===== src/rtl/scan_pkg.sv =====
// scan_pkg: shared state encoding and digit-range constants for the digit scan controller.
package scan_pkg;

    typedef enum logic [1:0] {
        IDLE,
        SCAN,
        PAUSE,
        DONE
    } scan_state_t;

    localparam int         NUM_DIGITS = 6;
    localparam logic [2:0] SEL_FIRST  = 3'd1;
    localparam logic [2:0] SEL_LAST   = 3'(NUM_DIGITS);

endpackage


===== src/rtl/dwell_timer.sv =====
// dwell_timer: per-digit dwell counter with clear, enable and terminal count.
//   clk, rst_n   : clock, asynchronous active-low reset
//   clr          : synchronous clear (wins over en)
//   en           : advance the count; wraps to 0 after DWELL_CYCLES-1
//   cnt_q        : current count, never above DWELL_CYCLES-1
//   tc           : count is at DWELL_CYCLES-1
//   blank        : next count lies in the blanked head of the dwell
//                  (only with SCAN_BLANK_EN defined, otherwise tied 0)
module dwell_timer #(
    parameter int DWELL_CYCLES = 100_000_000
) (
    input  logic                            clk,
    input  logic                            rst_n,
    input  logic                            clr,
    input  logic                            en,
    output logic [$clog2(DWELL_CYCLES)-1:0] cnt_q,
    output logic                            tc,
    output logic                            blank
);

    localparam int W = $clog2(DWELL_CYCLES);

    logic [W-1:0] cnt_d;

    assign tc = (cnt_q == W'(DWELL_CYCLES - 1));

    always_comb begin
        cnt_d = clr ? '0 : (en ? (tc ? '0 : cnt_q + W'(1)) : cnt_q);
    end

    // Blanking looks at the next count so the registered enable lines up with the count.
`ifdef SCAN_BLANK_EN
    assign blank = (cnt_d < W'(DWELL_CYCLES / 4));
`else
    assign blank = 1'b0;
`endif

    always_ff @(posedge clk or negedge rst_n) begin
        if (!rst_n) cnt_q <= '0;
        else        cnt_q <= cnt_d;
    end

endmodule


===== src/rtl/digit_scan_ctrl.sv =====
// digit_scan_ctrl: steps an LED display selector over digits 1..6 with a dwell per digit, or follows sw_in manually.
//   clk, rst_n : clock, asynchronous active-low reset
//   start      : begin a scan (honoured only in IDLE, and not together with stop)
//   stop       : abort the scan back to manual mode
//   pause      : level; freezes the scan while high
//   sw_in      : manual selector used in IDLE
//   sel        : registered display selector
//   sw_led_ena : registered display enable (blanked at the head of each dwell with SCAN_BLANK_EN)
//   busy       : high in SCAN, PAUSE and DONE
//   done       : one-cycle pulse at the end of a full pass
module digit_scan_ctrl
    import scan_pkg::*;
#(
    parameter int DWELL_CYCLES = 100_000_000,
    parameter int REPEAT_SCAN  = 0
) (
    input  logic       clk,
    input  logic       rst_n,
    input  logic       start,
    input  logic       stop,
    input  logic       pause,
    input  logic [2:0] sw_in,
    output logic [2:0] sel,
    output logic       sw_led_ena,
    output logic       busy,
    output logic       done
);

    scan_state_t state_q, state_d;
    logic [2:0]  sel_q, sel_d;
    logic        ena_q, ena_d;
    logic        busy_q, busy_d;
    logic        done_q, done_d;
    logic        running, running_d, cnt_en, cnt_clr, tc, blank, advance;
    logic [$clog2(DWELL_CYCLES)-1:0] cnt_q;

    assign running   = (state_q == SCAN) || (state_q == PAUSE);
    assign running_d = (state_d == SCAN) || (state_d == PAUSE);
    // PAUSE with pause low counts like SCAN, so the dwell resumes on the very release cycle.
    assign cnt_en    = running && !stop && !pause;
    assign cnt_clr   = !(running && running_d);
    assign advance   = cnt_en && tc;

    dwell_timer #(
        .DWELL_CYCLES(DWELL_CYCLES)
    ) u_tmr (
        .clk   (clk),
        .rst_n (rst_n),
        .clr   (cnt_clr),
        .en    (cnt_en),
        .cnt_q (cnt_q),
        .tc    (tc),
        .blank (blank)
    );

    always_ff @(posedge clk or negedge rst_n) begin
        if (!rst_n) begin
            state_q <= IDLE;
            sel_q   <= '0;
            ena_q   <= 1'b0;
            busy_q  <= 1'b0;
            done_q  <= 1'b0;
        end else begin
            state_q <= state_d;
            sel_q   <= sel_d;
            ena_q   <= ena_d;
            busy_q  <= busy_d;
            done_q  <= done_d;
        end
    end

    always_comb begin
        state_d = state_q;
        case (state_q)
            IDLE:        state_d = (start && !stop) ? SCAN : IDLE;
            SCAN, PAUSE: state_d = stop ? IDLE : pause ? PAUSE : (tc && sel_q == SEL_LAST) ? DONE : SCAN;
            DONE:        state_d = (stop || REPEAT_SCAN == 0) ? IDLE : SCAN;
            default:     state_d = IDLE;
        endcase
    end

    always_comb begin
        sel_d  = (state_d == IDLE) ? sw_in :
                 (state_d == DONE) ? SEL_LAST :
                 !running          ? SEL_FIRST :
                 advance           ? sel_q + 3'd1 : sel_q;
        ena_d  = running_d ? !blank : 1'b1;
        busy_d = (state_d != IDLE);
        done_d = (state_d == DONE);
    end

    assign sel        = sel_q;
    assign sw_led_ena = ena_q;
    assign busy       = busy_q;
    assign done       = done_q;

    logic unused_cnt;
    assign unused_cnt = ^cnt_q;

endmodule


===== config.mk =====
export PLATFORM = sky130hd
export DESIGN_NAME = digit_scan_ctrl
export DESIGN_NICKNAME = d
export VERILOG_FILES = /design/src/rtl/scan_pkg.sv /design/src/rtl/dwell_timer.sv /design/src/rtl/digit_scan_ctrl.sv
export SDC_FILE = /design/constraint.sdc
export NUM_CORES = 1
export LEC_CHECK = 0
export CORE_ASPECT_RATIO = 1.25
export CORE_MARGIN = 2
export CORE_UTILIZATION = 62
export DETAILED_ROUTE_END_ITERATION = 16
export PLACE_DENSITY = 0.83
export SLEW_MARGIN = 25
export SYNTH_ARGS = -nofsm -noshare
export SYNTH_HDL_FRONTEND = slang
export SYNTH_SLANG_ARGS = --single-unit

===== constraint.sdc =====
create_clock -name clk -period 5.6 [get_ports clk]
set_input_delay 1.4 -clock clk [delete_from_list [all_inputs] [get_ports clk]]
set_output_delay 1.4 -clock clk [all_outputs]
set_load 0.02 [all_outputs]

==> results.ini, run 1 <==
[clock_network]
clkSinkCount=35
htree_levels=2
cts.path.max_buffers=2
cts_made_buffers=5
postCtsHoldBufs=0
cts-root-buf=clkbuf_4
tritoncts=built
clk_pin_slew_ns=0.10
post_cts_resized=0
cts_setup_buffers=0
worstSkewPairLatency_ns=0.34

[sta]
min_period_over_period_pct=71.5
rsz0062_at_grt=no
slew_headroom_pct=32.6
slew_viol_final=0
max_freq_ghz=0.250
worst_slew_pin_slew_ns=1.00
fin_skew_ns=0.0131
fin_crit_ns=4.01
whs_ns=0.501
tns_ns=0
finalSetupViolations=0
hold_viol_final=0

[synthesis]
synth_fp_nets=218
synth_cell_type_count=47
yosys_warnings=0
synth_top_area_cell=dfrtp_1
syn_inst=204
yosysSeqAreaShare_pct=45.2
netlist_area_um2=1940
ys_seq_elements=35
synth.top_cell.area_share_pct=45.2
synth_area_per_cell_um2=9.49
synth_area_leaders=dfrtp_1, xor2_1, nand2_1

[global_routing]
grt_max_degree=36
track_usage_pct=26.2
grt_overflow=0
grt_pass1_wl_um=6730
grt_antenna_before_repair=0
first_global_vias=1552

[detailed_routing]
avgViaCountPerCell=6.15
wl_per_cell_um=15.8
ant_nets=0
firstDrtPassIters=4
route.detailed.drc=0
vias=1581
wl_um=4060
drt_iter0_drc=72

[cells_and_area]
regArea_um2=876
fin_cells=257
drive_above_1_share_pct=9.05
final_common_cell=dfrtp_1
antenna_cells=0
fill_cells=209
syn_to_final_growth_pct=11.5
layout_common_cells=dfrtp_1, nand2_1, nor2_1
fin_nets=234
multi_input_area_um2=1000
post-route-util_pct=72.6

[floorplanning]
io_pins=14
die_area_um2=3590
core_um2=2970
rows=22
die_w_um=54.0
start_util_pct=65.2
die_h_um=66.5

[pwr]
finalPower_mw=0.458
leakage_nw=0.915
p_per_area_nw_per_um2=212
ir_drop_mv=0.149

[status]
status=finished, final reports clean

[place]
hpwl_um=2960
numPortBuffers=13
place.gp.congestion=0.949
dp_cells=249

[critical_path]
critical_path.max_fanout=10
rr_worst_depth=11
start_kind=primary input
worstSetupEndpointType=register
cp.required_ns=5.81
crit_path_max_incr_delay_ns=0.63
crit_type=in2reg
crit_cells=10
cp_data_arrival_time_ns=4.22
crit_family=simple AND/OR/NAND/NOR gates
crit_path_cell_trace=clkdlybuf4s50_1, nand2b_1, or2_2, o21a_1, ha_1, o211a_1, nor4_1, nand3_1, xnor2_1, nor2_1
crit_buf_inv=1
slowest_stage=nor4_1

[job]
drv_cap=0

[min_path]
whs_path_depth=1
hold_class=reg2reg

-- cell type report --
type / instances / share of cell area, %
clock buffer: 8 / 3.19
inverter: 8 / 1.39
multi-input combinational: 156 / 46.4
sequential: 35 / 40.6
tap: 36 / 2.09
timing repair buffer: 14 / 6.37
-- metrics by stage --
step / setup slack [ns] / area, um^2
finish: 1.59 / 2160
global route: 1.39 / 2160
CTS: 1.62 / 2160
detailed placement: 1.26 / 2090
global placement: 1.43 / 2090
floorplan: 2.07 / 1940
-- power by group --
part / internal [mW] / total (mW) / switching (mW)
Combinational: 0.0201 / 0.0447 / 0.0246
Clock: 0.0739 / 0.154 / 0.0799
Sequential: 0.256 / 0.260 / 0.00336
-- kinds of logic after synthesis --
logic type / synth area share, %
adders and majority gates: 3.88
AOI/OAI and AO/OA: 11.4
and+or+nand+nor: 26.2
DFF: 45.2
muxes: 2.65
buffers and inverters: 3.23
other: 0.194
xor gates and xnor gates: 7.23
-- Yosys cell counts, drive strengths merged --
cell and count:
a2bb2oi 1, dfrtp 35, conb 1, mux2i 1
or4bb 1, a31oi 7, xnor2 4, and3 8
o21ai 5, a32oi 1, a21bo 1, nand4 6
and4 1, mux2 3, ha 6, clkbuf 2
nor3 5, buf 3, a41oi 3, or3 2
nand3 15, nand2 22, or4b 2, nand2b 2
nand3b 1, or2 1, a21oi 11, o211a 1
o21a 1, nor3b 1, inv 8, nor2 22
and2 2, a211oi 1, xor2 12, nor4 4
a311oi 1, a22o 1
-- worst paths after layout --
kind / startpoint / to / slack, ns
hold reg to reg: u_tmr.cnt_q[24] / u_tmr.cnt_q[24] / 0.50
setup / recovery: stop / u_tmr.cnt_q[13] / 1.59
min in group asynchronous: rst_n / done / 1.47
hold / removal: u_tmr.cnt_q[24] / u_tmr.cnt_q[24] / 0.50
setup reg to reg: u_tmr.cnt_q[0] / u_tmr.cnt_q[13] / 1.77
max in group asynchronous: rst_n / u_tmr.cnt_q[22] / 3.81
-- sequential cells by signal (all words and copies together) (netlist names) --
| register | flops |
|---|---|
| u_tmr.cnt_q | 27 |
| sel | 3 |
| state_q | 2 |
| busy | 1 |
| done | 1 |
| sw_led_ena | 1 |
-- layer usage --
metal  up-vias  wire (um)  GRT usage [%]
met5         -          0              0
met4         0         80           11.6
met3        10        187           6.95
met2        55       2150           45.4
met1       751       1640           29.3
li1        765          -              -
No activity file was read; power rests on OpenSTA's default activity.
==> run 2, diff against run 1 <==
Settings changed: CORE_UTILIZATION 62 to 52, PLACE_DENSITY 0.83 to 0.74.
Clock period 5.6 ns to 3.3 ns, I/O delays scaled along.
==> results.ini, run 2 (synthesized netlist as in run 1, its figures left out) <==
[status]
status=finished, final reports clean  ; unchanged

[detailed_routing]
ant_nets=0  ; unchanged
avgViaCountPerCell=6.03  ; was 6.15
vias=1658  ; was 1581
route.detailed.drc=0  ; unchanged
drt_iter0_drc=92  ; was 72
firstDrtPassIters=4  ; unchanged
wl_um=4370  ; was 4060 um
wl_per_cell_um=15.9  ; was 15.8 um

[cells_and_area]
regMostFlops=u_tmr.cnt_q  ; unchanged
final_common_cell=dfrtp_1  ; unchanged
fill_cells=283  ; was 209
antenna_cells=0  ; unchanged
regArea_um2=876  ; unchanged
post-route-util_pct=66.4  ; was 72.6%
multi_input_area_um2=1030  ; was 1000 um^2
largest_reg_flops=27  ; unchanged
layout_common_cells=dfrtp_1, nand2_1, nor2_1  ; unchanged
drive_above_1_share_pct=17.4  ; was 9.05%
syn_to_final_growth_pct=21.5  ; was 11.5%
fin_cells=275  ; was 257
fin_nets=249  ; was 234

[critical_path]
start_kind=register  ; was primary input
crit_path_cell_trace=or4bb_1, nor4_4, a41oi_1, or3_1, ha_1, o211a_2, nor3_2, buf_4, nand4_1, xor2_1, nor2_1  ; was clkdlybuf4s50_1, nand2b_1, or2_2, o21a_1, ha_1, o211a_1, nor4_1, nand3_1, xnor2_1, nor2_1
rr_worst_depth=11  ; unchanged
critical_path.max_fanout=5  ; was 10
critPathLaunch=u_tmr.cnt_q[19]  ; was stop
crit_type=reg2reg  ; was in2reg
worstSetupEndpointType=register  ; unchanged
worstReg2RegStart=u_tmr.cnt_q[19]  ; was u_tmr.cnt_q[0]
cp.required_ns=3.47  ; was 5.81 ns
slowest_stage=or4bb_1  ; was nor4_1
cp_data_arrival_time_ns=3.28  ; was 4.22 ns
r2r-end=u_tmr.cnt_q[16]  ; was u_tmr.cnt_q[13]
cp-endpoint=u_tmr.cnt_q[16]  ; was u_tmr.cnt_q[13]
crit_path_max_incr_delay_ns=0.58  ; was 0.63 ns
r2r_slack_ns=0.19  ; was 1.77 ns

[clock_network]
clkSinkCount=35  ; unchanged
cts.path.max_buffers=2  ; unchanged
tritoncts=built  ; unchanged
cts_made_buffers=5  ; unchanged
worstSkewPairLatency_ns=0.29  ; was 0.34 ns
clk_pin_slew_ns=0.07  ; was 0.10 ns
postCtsHoldBufs=0  ; unchanged
cts-root-buf=clkbuf_8  ; was clkbuf_4
htree_levels=2  ; unchanged

[floorplanning]
die_h_um=72.2  ; was 66.5 um
core_um2=3540  ; was 2970 um^2
start_util_pct=54.7  ; was 65.2%
die_w_um=58.6  ; was 54.0 um
io_pins=14  ; unchanged
die_area_um2=4230  ; was 3590 um^2
rows=24  ; was 22

[global_routing]
first_global_vias=1676  ; was 1552
grt_pass1_wl_um=7510  ; was 6730 um
track_usage_pct=22.8  ; was 26.2%
grt_overflow=0  ; unchanged
grt_max_degree=36  ; unchanged
grt_antenna_before_repair=0  ; unchanged

[sta]
rsz0062_at_grt=no  ; unchanged
whs_ns=0.489  ; was 0.501 ns
hold_viol_final=0  ; unchanged
max_freq_ghz=0.322
fin_crit_ns=3.11
min_period_over_period_pct=94.2
finalSetupViolations=0  ; unchanged
fin_skew_ns=0.00515  ; was 0.0131 ns
slew_headroom_pct=42.0  ; was 32.6%
slew_viol_final=0  ; unchanged
worst_slew_pin_slew_ns=0.862  ; was 1.00 ns
tns_ns=0  ; unchanged

[job]
drv_cap=0  ; unchanged

[pwr]
p_per_area_nw_per_um2=393  ; was 212 nW/um^2
ir_drop_mv=0.277  ; was 0.149 mV
leakage_nw=1.01  ; was 0.915 nW
finalPower_mw=0.925  ; was 0.458 mW

[place]
hpwl_um=3150  ; was 2960 um
place.gp.congestion=0.903  ; was 0.949
numPortBuffers=13  ; unchanged
dp_cells=266  ; was 249

[min_path]
hold_class=reg2reg  ; unchanged

run 2: worst min-delay path by stage:
stage                          startpoint         endpoint  slack [ns]  cells after the start
after global routing      u_tmr.cnt_q[24]  u_tmr.cnt_q[24]        0.53                      1
after floorplan           u_tmr.cnt_q[24]  u_tmr.cnt_q[24]        0.45                      1
final                     u_tmr.cnt_q[24]  u_tmr.cnt_q[24]        0.49                      1
after CTS                 u_tmr.cnt_q[24]  u_tmr.cnt_q[24]        0.49                      1
after detailed placement  u_tmr.cnt_q[24]  u_tmr.cnt_q[24]        0.48                      1
after global placement    u_tmr.cnt_q[24]  u_tmr.cnt_q[24]        0.47                      1
run 2: final cells by class:
cell class	instances	share of cell area (%)
Clock buffer	6	3.51
Clock inverter	2	1.49
Inverter	8	1.28
Multi-Input combinational cell	156	43.8
Sequential cell	35	37.2
Tap cell	39	2.07
Timing Repair Buffer	29	10.6
run 2: critical path: cells and delay by family (launching register included):
kind	cells	cell delay, ns
fa+ha+maj	1	0.31
xor+xnor	1	0.16
flops	1	0.43
simple gates	6	1.58
buf+inv	1	0.17
compound gates	2	0.33
run 2: what timing repair did:
| action | in CTS | in global routing |
|---|---|---|
| gates resized for setup | 0 | 8 |
| buffers inserted | 0 | 1 |
| setup endpoints to repair | 0 | 11 |
run 2: metal layers:
metal	vias to the layer above	GRT usage, %	share of wire (%)	wire, um
li1	790	-	-	-
met1	816	28.0	43	1860
met2	44	39.7	52	2270
met3	8	5.17	3.9	171
met4	0	6.82	1.3	58
met5	-	0	0	0
run 2: power by group:
part | total [mW] | internal (mW) | switching, mW
combinational | 0.0809 | 0.0374 | 0.0435
sequential | 0.441 | 0.435 | 0.00590
clock | 0.403 | 0.244 | 0.159
total | 0.925 | 0.717 | 0.208
run 2: through the flow:
stage / instance area [um^2] / setup WS (ns)
global placement: 2200 / 0.128
detailed placement: 2200 / 0.0370
floorplan: 1940 / 0.0441
global route: 2350 / 0.0386
CTS: 2320 / 0.0911
finish: 2350 / 0.190
